**src/rtl/v810_wbuf.sv**
```systemverilog
`default_nettype none
// ============================================================================
// Module   : v810_wbuf
// Purpose  : Posted-write buffer between the execution unit and the bus MUX.
//            A circular FIFO of DEPTH write entries. It accepts pushes from
//            the EU, presents the oldest entry to the bus for draining, and
//            answers a pending-read hazard probe against all queued stores.
// Config   : Define V810_WBUF_FWD_EN to compile in store-to-load forwarding
//            from the youngest matching slot. Without the macro, RFWD and
//            RFWD_D are tied to 0, and the bus MUX stalls reads while RHIT=1.
// Ports    : CLK, RESn (synchronous, active-low), CE (global clock enable)
//            WA/WD/WBC/WBE/WMRQ/WST, WREQ -> WACK     : push side
//            DA/DD/DBC/DBE/DMRQ/DST, DREQ <- DACK     : drain side (head)
//            RCHK/RA/RBE -> RHIT/RFWD/RFWD_D          : read hazard probe
//            FULL/EMPTY/COUNT                         : occupancy
// Revision : 1.0 - initial release
// ============================================================================
module v810_wbuf #(
    parameter int DEPTH = 4,
    parameter int CW    = $clog2(DEPTH + 1)
) (
    input  logic          CLK,
    input  logic          RESn,
    input  logic          CE,
    // push side
    input  logic [31:0]   WA,
    input  logic [31:0]   WD,
    input  logic [1:0]    WBC,
    input  logic [3:0]    WBE,
    input  logic          WMRQ,
    input  logic [1:0]    WST,
    input  logic          WREQ,
    output logic          WACK,
    // drain side
    output logic [31:0]   DA,
    output logic [31:0]   DD,
    output logic [1:0]    DBC,
    output logic [3:0]    DBE,
    output logic          DMRQ,
    output logic [1:0]    DST,
    output logic          DREQ,
    input  logic          DACK,
    // read hazard probe
    input  logic          RCHK,
    input  logic [31:0]   RA,
    input  logic [3:0]    RBE,
    output logic          RHIT,
    output logic          RFWD,
    output logic [31:0]   RFWD_D,
    // occupancy
    output logic          FULL,
    output logic          EMPTY,
    output logic [CW-1:0] COUNT
);

    localparam int PW = (DEPTH > 1) ? $clog2(DEPTH) : 1;

    // ------------------------------------------------------------------
    // Slot storage (not reset: contents are only meaningful while valid)
    // ------------------------------------------------------------------
    logic [31:0] r_a   [DEPTH];
    logic [31:0] r_d   [DEPTH];
    logic [1:0]  r_bc  [DEPTH];
    logic [3:0]  r_be  [DEPTH];
    logic        r_mrq [DEPTH];
    logic [1:0]  r_st  [DEPTH];

    logic [PW-1:0] r_wptr;
    logic [PW-1:0] r_rptr;
    logic [CW-1:0] r_count;

    logic w_full;
    logic w_empty;
    logic w_push;
    logic w_pop;

    assign w_full  = (r_count == CW'(DEPTH));
    assign w_empty = (r_count == '0);

    // FULL is judged on the registered count, so a same-cycle pop never
    // frees room for a push; reset holds off any acknowledge.
    assign w_push = WREQ & ~w_full & RESn;
    // DACK against an empty buffer is ignored.
    assign w_pop  = DACK & ~w_empty & RESn;

    assign WACK  = w_push;
    assign DREQ  = ~w_empty;
    assign FULL  = w_full;
    assign EMPTY = w_empty;
    assign COUNT = r_count;

    // Head entry goes straight to the bus; a fresh push into an empty
    // buffer only shows up after the edge that stores it.
    assign DA   = r_a[r_rptr];
    assign DD   = r_d[r_rptr];
    assign DBC  = r_bc[r_rptr];
    assign DBE  = r_be[r_rptr];
    assign DMRQ = r_mrq[r_rptr];
    assign DST  = r_st[r_rptr];

    // ------------------------------------------------------------------
    // Pointers and occupancy
    // ------------------------------------------------------------------
    always_ff @(posedge CLK) begin
        if (CE) begin
            if (!RESn) begin
                r_wptr  <= '0;
                r_rptr  <= '0;
                r_count <= '0;
            end else begin
                if (w_push) r_wptr <= r_wptr + PW'(1);
                if (w_pop)  r_rptr <= r_rptr + PW'(1);
                case ({w_push, w_pop})
                    2'b10:   r_count <= r_count + CW'(1);
                    2'b01:   r_count <= r_count - CW'(1);
                    default: r_count <= r_count;
                endcase
            end
        end
    end

    always_ff @(posedge CLK) begin
        if (CE && w_push) begin
            r_a[r_wptr]   <= WA;
            r_d[r_wptr]   <= WD;
            r_bc[r_wptr]  <= WBC;
            r_be[r_wptr]  <= WBE;
            r_mrq[r_wptr] <= WMRQ;
            r_st[r_wptr]  <= WST;
        end
    end

    // ------------------------------------------------------------------
    // Read hazard probe over the currently valid slots.
    // Slots are walked oldest (k=0 at the read pointer) to youngest, so the
    // last hit seen is the one nearest the write pointer.
    // ------------------------------------------------------------------
    logic w_hit;
`ifdef V810_WBUF_FWD_EN
    logic [PW-1:0] w_yidx;
`endif

    always_comb begin
        w_hit = 1'b0;
`ifdef V810_WBUF_FWD_EN
        w_yidx = '0;
`endif
        for (int k = 0; k < DEPTH; k++) begin
            if ((CW'(k) < r_count) &&
                (r_a[r_rptr + PW'(k)][31:2] == RA[31:2]) &&
                r_mrq[r_rptr + PW'(k)] &&
                ((r_be[r_rptr + PW'(k)] & RBE) != 4'h0)) begin
                w_hit = 1'b1;
`ifdef V810_WBUF_FWD_EN
                w_yidx = r_rptr + PW'(k);
`endif
            end
        end
    end

    assign RHIT = RCHK & w_hit;

`ifdef V810_WBUF_FWD_EN
    // Forward only when the youngest matching store covers every requested
    // byte; a partial cover leaves the read to stall on RHIT.
    assign RFWD   = RHIT & ((r_be[w_yidx] & RBE) == RBE);
    assign RFWD_D = RFWD ? r_d[w_yidx] : 32'h0;
`else
    assign RFWD   = 1'b0;
    assign RFWD_D = 32'h0;
`endif

    // Byte lanes within a word are resolved by RBE, not by RA[1:0].
    logic w_unused_ra;
    assign w_unused_ra = ^RA[1:0];

endmodule
`default_nettype wire
```
**config.mk**
```make
export PLATFORM = sky130hd
export DESIGN_NAME = v810_wbuf
export DESIGN_NICKNAME = d
export VERILOG_FILES = /design/src/rtl/v810_wbuf.sv
export SDC_FILE = /design/constraint.sdc
export NUM_CORES = 1
export LEC_CHECK = 0
export ABC_AREA = 1
export CORE_MARGIN = 5
export CORE_UTILIZATION = 35
export CTS_CLUSTER_DIAMETER = 200
export DETAILED_ROUTE_END_ITERATION = 10
export PLACE_DENSITY = 0.61
export SETUP_SLACK_MARGIN = 0.3
export SYNTH_ARGS = -nofsm -noshare
export SYNTH_HDL_FRONTEND = slang
export SYNTH_SLANG_ARGS = --single-unit
```
**constraint.sdc**
```tcl
create_clock -name CLK -period 8.6 [get_ports CLK]
set_clock_uncertainty 0.05 [all_clocks]
set_input_delay 0.86 -clock CLK [delete_from_list [all_inputs] [get_ports CLK]]
set_output_delay 0.86 -clock CLK [all_outputs]
set_load 0.1 [all_outputs]
```
-- Word level (Yosys, flattened, before mapping)
Memory sizes are Yosys's and may differ from the RTL's. A register that Yosys moved wholly into a read port is not among the register bits.
Index checks and enable logic that the tools add are counted.
- bits in read-only memories: 0
- memory bits (writable): 292
- latch bits: 0
- memories kept: 6
- input bits: 115
- bits in registers: 7
- shifts and indexed selects: 0
- equality and inequality tests: 10
- $add $sub $neg: 6
- bitwise gates (word level): 11
- div/mod/pow operators: 0
- reduce and logical (&&, ||, !) cells: 21
- $mul: 0
- $lt $le $gt $ge: 4
- mux-type cells: 21
- memories (name ; words ; width ; rd ports ; clocked after memory_dff ; wr ports ; RTL line ; text):
    r_a ; 4 ; 32 ; 4 ; 1 ; 1 ; 61 ; logic [31:0] r_a [DEPTH];
    r_d ; 4 ; 32 ; 1 ; 1 ; 1 ; 62 ; logic [31:0] r_d [DEPTH];
    r_be ; 4 ; 4 ; 4 ; 1 ; 1 ; 64 ; logic [3:0] r_be [DEPTH];
    r_bc ; 4 ; 2 ; 1 ; 1 ; 1 ; 63 ; logic [1:0] r_bc [DEPTH];
    r_st ; 4 ; 2 ; 1 ; 1 ; 1 ; 66 ; logic [1:0] r_st [DEPTH];
    r_mrq ; 4 ; 1 ; 4 ; 1 ; 1 ; 65 ; logic r_mrq [DEPTH];
- operators by type and width (operator ; count):
    $eq 30x30->1 ; 4
    $mux 2 ; 14
    $and 4x4->4 ; 4
    $reduce_bool 4->1 ; 4
    $logic_and 1x1->1 ; 13
    $lt 1x3->1 const A ; 2
    $lt 2x3->1 const A ; 2
    $mux 1 ; 6
    $pmux 3 s2 ; 1
    $reduce_and 2->1 ; 3
    $and 1x1->1 ; 5
    $add 2x1->2 const B ; 2
    $add 2x2->2 const B ; 2
    $ne 2x1->1 const B ; 2
    $add 3x1->3 const B ; 1
    $eq 3x3->1 const B ; 1
    $logic_not 3->1 ; 1
    $ne 3x1->1 const B ; 1
    $sub 3x1->3 const B ; 1
    $eq 2x1->1 const B ; 1
    $eq 2x2->1 const B ; 1
    $not 1->1 ; 2

-- Depth between registers and ports, before layout
An unclocked memory read counts as a cell.
- depth in word-level cells: 10
- depth in mapped cells: 19

-- Worst setup path after synthesis
OpenSTA, ideal clock, no wires.
- kind: register to register
- start: register r_count[0], in the netlist COUNT[0]
- end: memory r_a[0][0] (enable)
- arrival time: 6.385 ns
- clock period less this slack: 6.940 ns
- data required time: 8.045 ns
- cell stages (with the launch flop): 8
- path slack: 1.660 ns
- path buffers: 0
- cells stage by stage: edfxtp_1 inv_1 ha_1 nand2_1 nand2_1 nor2_1 nand2_1 nor2_1
- cells in the longest elaborated chain, start to end: 7
- RTL lines (item ; RTL line ; text):
    start: declaration ; 70 ; logic [CW-1:0] r_count;
    start signal: assignment ; 114 ; 2'b10: r_count <= r_count + CW'(1);
    start signal: assignment ; 115 ; 2'b01: r_count <= r_count - CW'(1);
    start signal: assignment ; 116 ; default: r_count <= r_count;
    $eq 3x3->1 ; 77 ; assign w_full = (r_count == CW'(DEPTH));
    $not 1->1 ; 82 ; assign w_push = WREQ & ~w_full & RESn;
    $and 1x1->1 (2 in series) ; 82 ;
    net WACK ; 33 ; output logic WACK,
    $logic_and 1x1->1 ; 123 ; if (CE && w_push) begin
    $mux 1 ; 123 ;
    $mux 1 (implied by the code) ; 124 ; r_a[r_wptr] <= WA;
    end: declaration ; 61 ;
The timed path passes the listed nets, and every way through them passes these cells.

-- Final worst setup path
- start: register r_rptr[0]
- end: output RHIT
- cells in the longest elaborated chain, start to end: 10
- elaborated cells on any way between the ends: 28
- classes of those cells: add/sub (3); eq/ne (3); mux (3); bitwise (4); reduce/logical (12); memory (3)
- RTL lines (item ; RTL line ; text):
    start: declaration ; 69 ; logic [PW-1:0] r_rptr;
    start signal: assignment ; 112 ; if (w_pop) r_rptr <= r_rptr + PW'(1);
    $add 2x1->2 ; 150, 151, 152 ;
    $mem_v2 4x32 ; -- ;
    $eq 30x30->1 ; 150 ; (r_a[r_rptr + PW'(k)][31:2] == RA[31:2]) &&
    $logic_and 1x1->1 ; 149 ; if ((CW'(k) < r_count) &&
    $logic_and 1x1->1 ; 150 ;
    $logic_and 1x1->1 ; 151 ; r_mrq[r_rptr + PW'(k)] &&
    $mux 1 (2 in series) ; 149 ;
    $mux 1 * ; 149 ;
    $and 1x1->1 * ; 161 ; assign RHIT = RCHK & w_hit;
    end: declaration ; 47 ; output logic RHIT,
Every way passes the cells marked *; elsewhere a longest branch is shown, timed or not.

==> results.md <==
- Number of synthesized flops with an enable pin: roughly 300
- Max-slew violation count: 0
- Die W: around 230 um
- Synth Instances: about 2200
- Max-slew headroom: between 20 and 25%
- Ys flop type: edfxtp_1
- CTS tree: yes
- Synthesized flop and latch total: approximately 300
- Met1 WL: around 23 mm
- Comb pwr share: 26.6%
- Most instantiated library cell after synthesis: nand2_1
- Routed len/inst: approximately 19 um
- Syn avg cell area: slightly below 8 um2
- Sequential share of the synthesized area: 52.8%
- Crit path time final: 6550 ps
- Final TNS setup: 0 ps
- Gr usage total: between 20% and 30%
- Pin count of the biggest net entering global routing: 92
- Cell taking the most area after synthesis: edfxtp_1
- Nets: 2443
- Buffers inserted by post-CTS timing repair: 0
- Detailed Place HPWL: approximately 38 mm
- Sw Ratio: a little over a third
- Met3 Wirelength: approximately 5.0 mm
- Final Power: between 4 and 5 mW
- Yosys Warn Count: 0
- Later-pin clock latency in the skew report: around 560 ps
- Worst-Margin Slew: about 1200 ps
- Critical Path Sink Type: primary output
- Initial antenna violation count: 11
- Run status: finished clean
- Layout cells sized above 1: 3.84%
- CTS Buf Count: 36
- Vias per cell: just over 5
- Fraction of registers with async set or reset after synthesis: 0%
- RSZ-0062 raised after global routing: false
- CTS sink count: between 300 and 400
- Initial Utilization: 35.1%
- Die height: 231 um
- Crit Path Class: flop to primary output
- Hold Fails Final Rpt: 0
- Std-Cell Rows: 81
- WP data required: around 7700 ps
- Type of the tightest min-delay check: flop to flop
- Pre-antenna DRT Iters: 6
- IO Port Bufs: ~190
- Metal2 WL: around 26 mm
- Initial drt markers: 1500
- Clock Path Buffers: 3
- Clock-pin slew on the worst setup and hold paths: 50 ps
- VDD IR max: 0.235 mV
- PD cells: about 210 nW/um2
- Post-CTS Resized: 0
- I/O pin count: around 230
- DRC: 0
- Seq pwr share: between 30% and 40%
- First-pass GRT wire length: around 84 mm
- Die area: 53400 um2
- Final setup viols: 0
- Synth top area share: a little over half
- Area growth from synthesis to layout: 20.0%
- Switching power: approximately 1.5 mW
- Leakage power: just under 9 nW
- Antenna viol nets, final: 0
- List of most frequent post-synthesis cells: nand2_1 (865), edfxtp_1 (299), nor2_1 (227)
- Max-cap violation count: 0
- Top cells by area, synth: edfxtp_1 (53%), nand2_1 (19%), o21ai_0 (5.2%)
- Root buffer cell: clkbuf_16
- Clock Power Share: between 30% and 40%
- Synth Cell Area: approximately 17000 um2
- Hold Buf Count CTS: 0
- Final WL: between 50 and 60 mm
- Max FO, Critical Path: 60
- P_int: 2.74 mW
- Core region area: a little under 50000 um2
- Max Clk Rate: 153 MHz
- Highest metal used: met5
- Gpl congestion: about 0.99
- WP data arrival: roughly 5600 ps
- Via count: 15052
- Period utilisation layout: between 70% and 80%
- Grt ovf: 0
- Max H-tree Level: 2
- Crit path launch type: flop
- Vias in the first global route: 14408
- Number of unique standard cell types used by synthesis: 32
-- worst paths after layout --
kind                                 from          to  slack (ps)  cells past startpoint
worst max-delay path            r_rptr[0]        RHIT        2050                     15
worst min-delay path            r_wptr[0]   r_wptr[0]         590                      1
worst max register to register   COUNT[0]  r_d[0][29]        5040                      8
worst min register to register  r_wptr[0]   r_wptr[0]         590                      1
-- stage by stage --
stage / hold slack, ps / utilization, % / worst slack (ps) / instances / instance area, um2
after floorplan: 541 / - / 1660 / 2198 / 17200
after global placement: 571 / 39.8 / 2690 / 2904 / 19400
after detailed placement: 584 / 39.8 / 2680 / 2904 / 19400
after CTS: 591 / 42.1 / 2070 / 2968 / 20500
after global routing: 612 / 42.1 / 1780 / 2970 / 20500
final: 588 / 42.2 / 2050 / 2972 / 20500
-- area by class of cell --
type                       instances  area, um2
clock buffer                      41        920
inverter                         179        679
fill                            4800      28100
sequential                       301       9020
tap                              622        778
clock inverter                    23        196
antenna                            4       10.0
timing repair buffer             213       2080
multi-input combinational       1589       6820
-- cells in the final DEF, fill, tap and decap left out, types with 9 or more instances in the layout --
cell type          n
o21ai_0          177
edfxtp_1         299
a21oi_1           34
conb_1            33
clkinv_1           9
clkbuf_16         36
buf_4             20
o22ai_1           41
nor2_1           222
nand2_1          865
xor2_1            18
clkdlybuf4s50_1  193
inv_1            174
nand3_1          153
-- per-layer routing --
layer	track usage (%)	vias up
li1	-	7313
met1	25.4	6986
met2	33.4	593
met3	6.15	146
met4	7.45	14
met5	0	-
-- power groups by stage --
| stage | registers, mW | clock network [mW] | logic (mW) |
|---|---|---|---|
| 4_1_cts | 1.66 | 1.49 | 1.13 |
| 2_1_floorplan | 1.68 | 0 | 0.813 |
| 5_1_grt | 1.66 | 1.55 | 1.20 |
| 3_5_place_dp | 1.69 | 0 | 1.12 |
| 6_report | 1.66 | 1.46 | 1.13 |
| 3_3_place_gp | 1.69 | 0 | 1.12 |
-- state kept, by name, summed over array words and instances (netlist names), named ones only --
signal  cells
COUNT       3
r_a       128
r_bc        8
r_be       16
r_d       128
r_mrq       4
r_rptr      2
r_st        8
r_wptr      2
-- critical path, cell delays in order (launching register included) --
cell             delay (ps)
edfxtp_1                390
buf_4                   500
nand2_2                 520
nand2_2                 880
buf_4                   350
nand2_1                  90
nand3_1                 120
nand2_1                 140
nor2_1                  120
nand2_1                  60
nor2_1                  140
nand3_1                 100
nor2_1                   90
nor2_1                   60
a21oi_1                 250
clkdlybuf4s50_1        1190
-- cells by family after synthesis --
| family | Yosys count | synth area share [%] |
|---|---|---|
| other cells | 1 | 0.0219 |
| buf+inv | 308 | 8.26 |
| xor+xnor | 19 | 0.974 |
| simple gates | 1263 | 29.2 |
| fa+ha+maj | 8 | 0.586 |
| compound gates | 265 | 8.13 |
| flops | 301 | 52.8 |
| mux | 1 | 0.0659 |
Note: power is estimated with default switching activity, not from simulation.
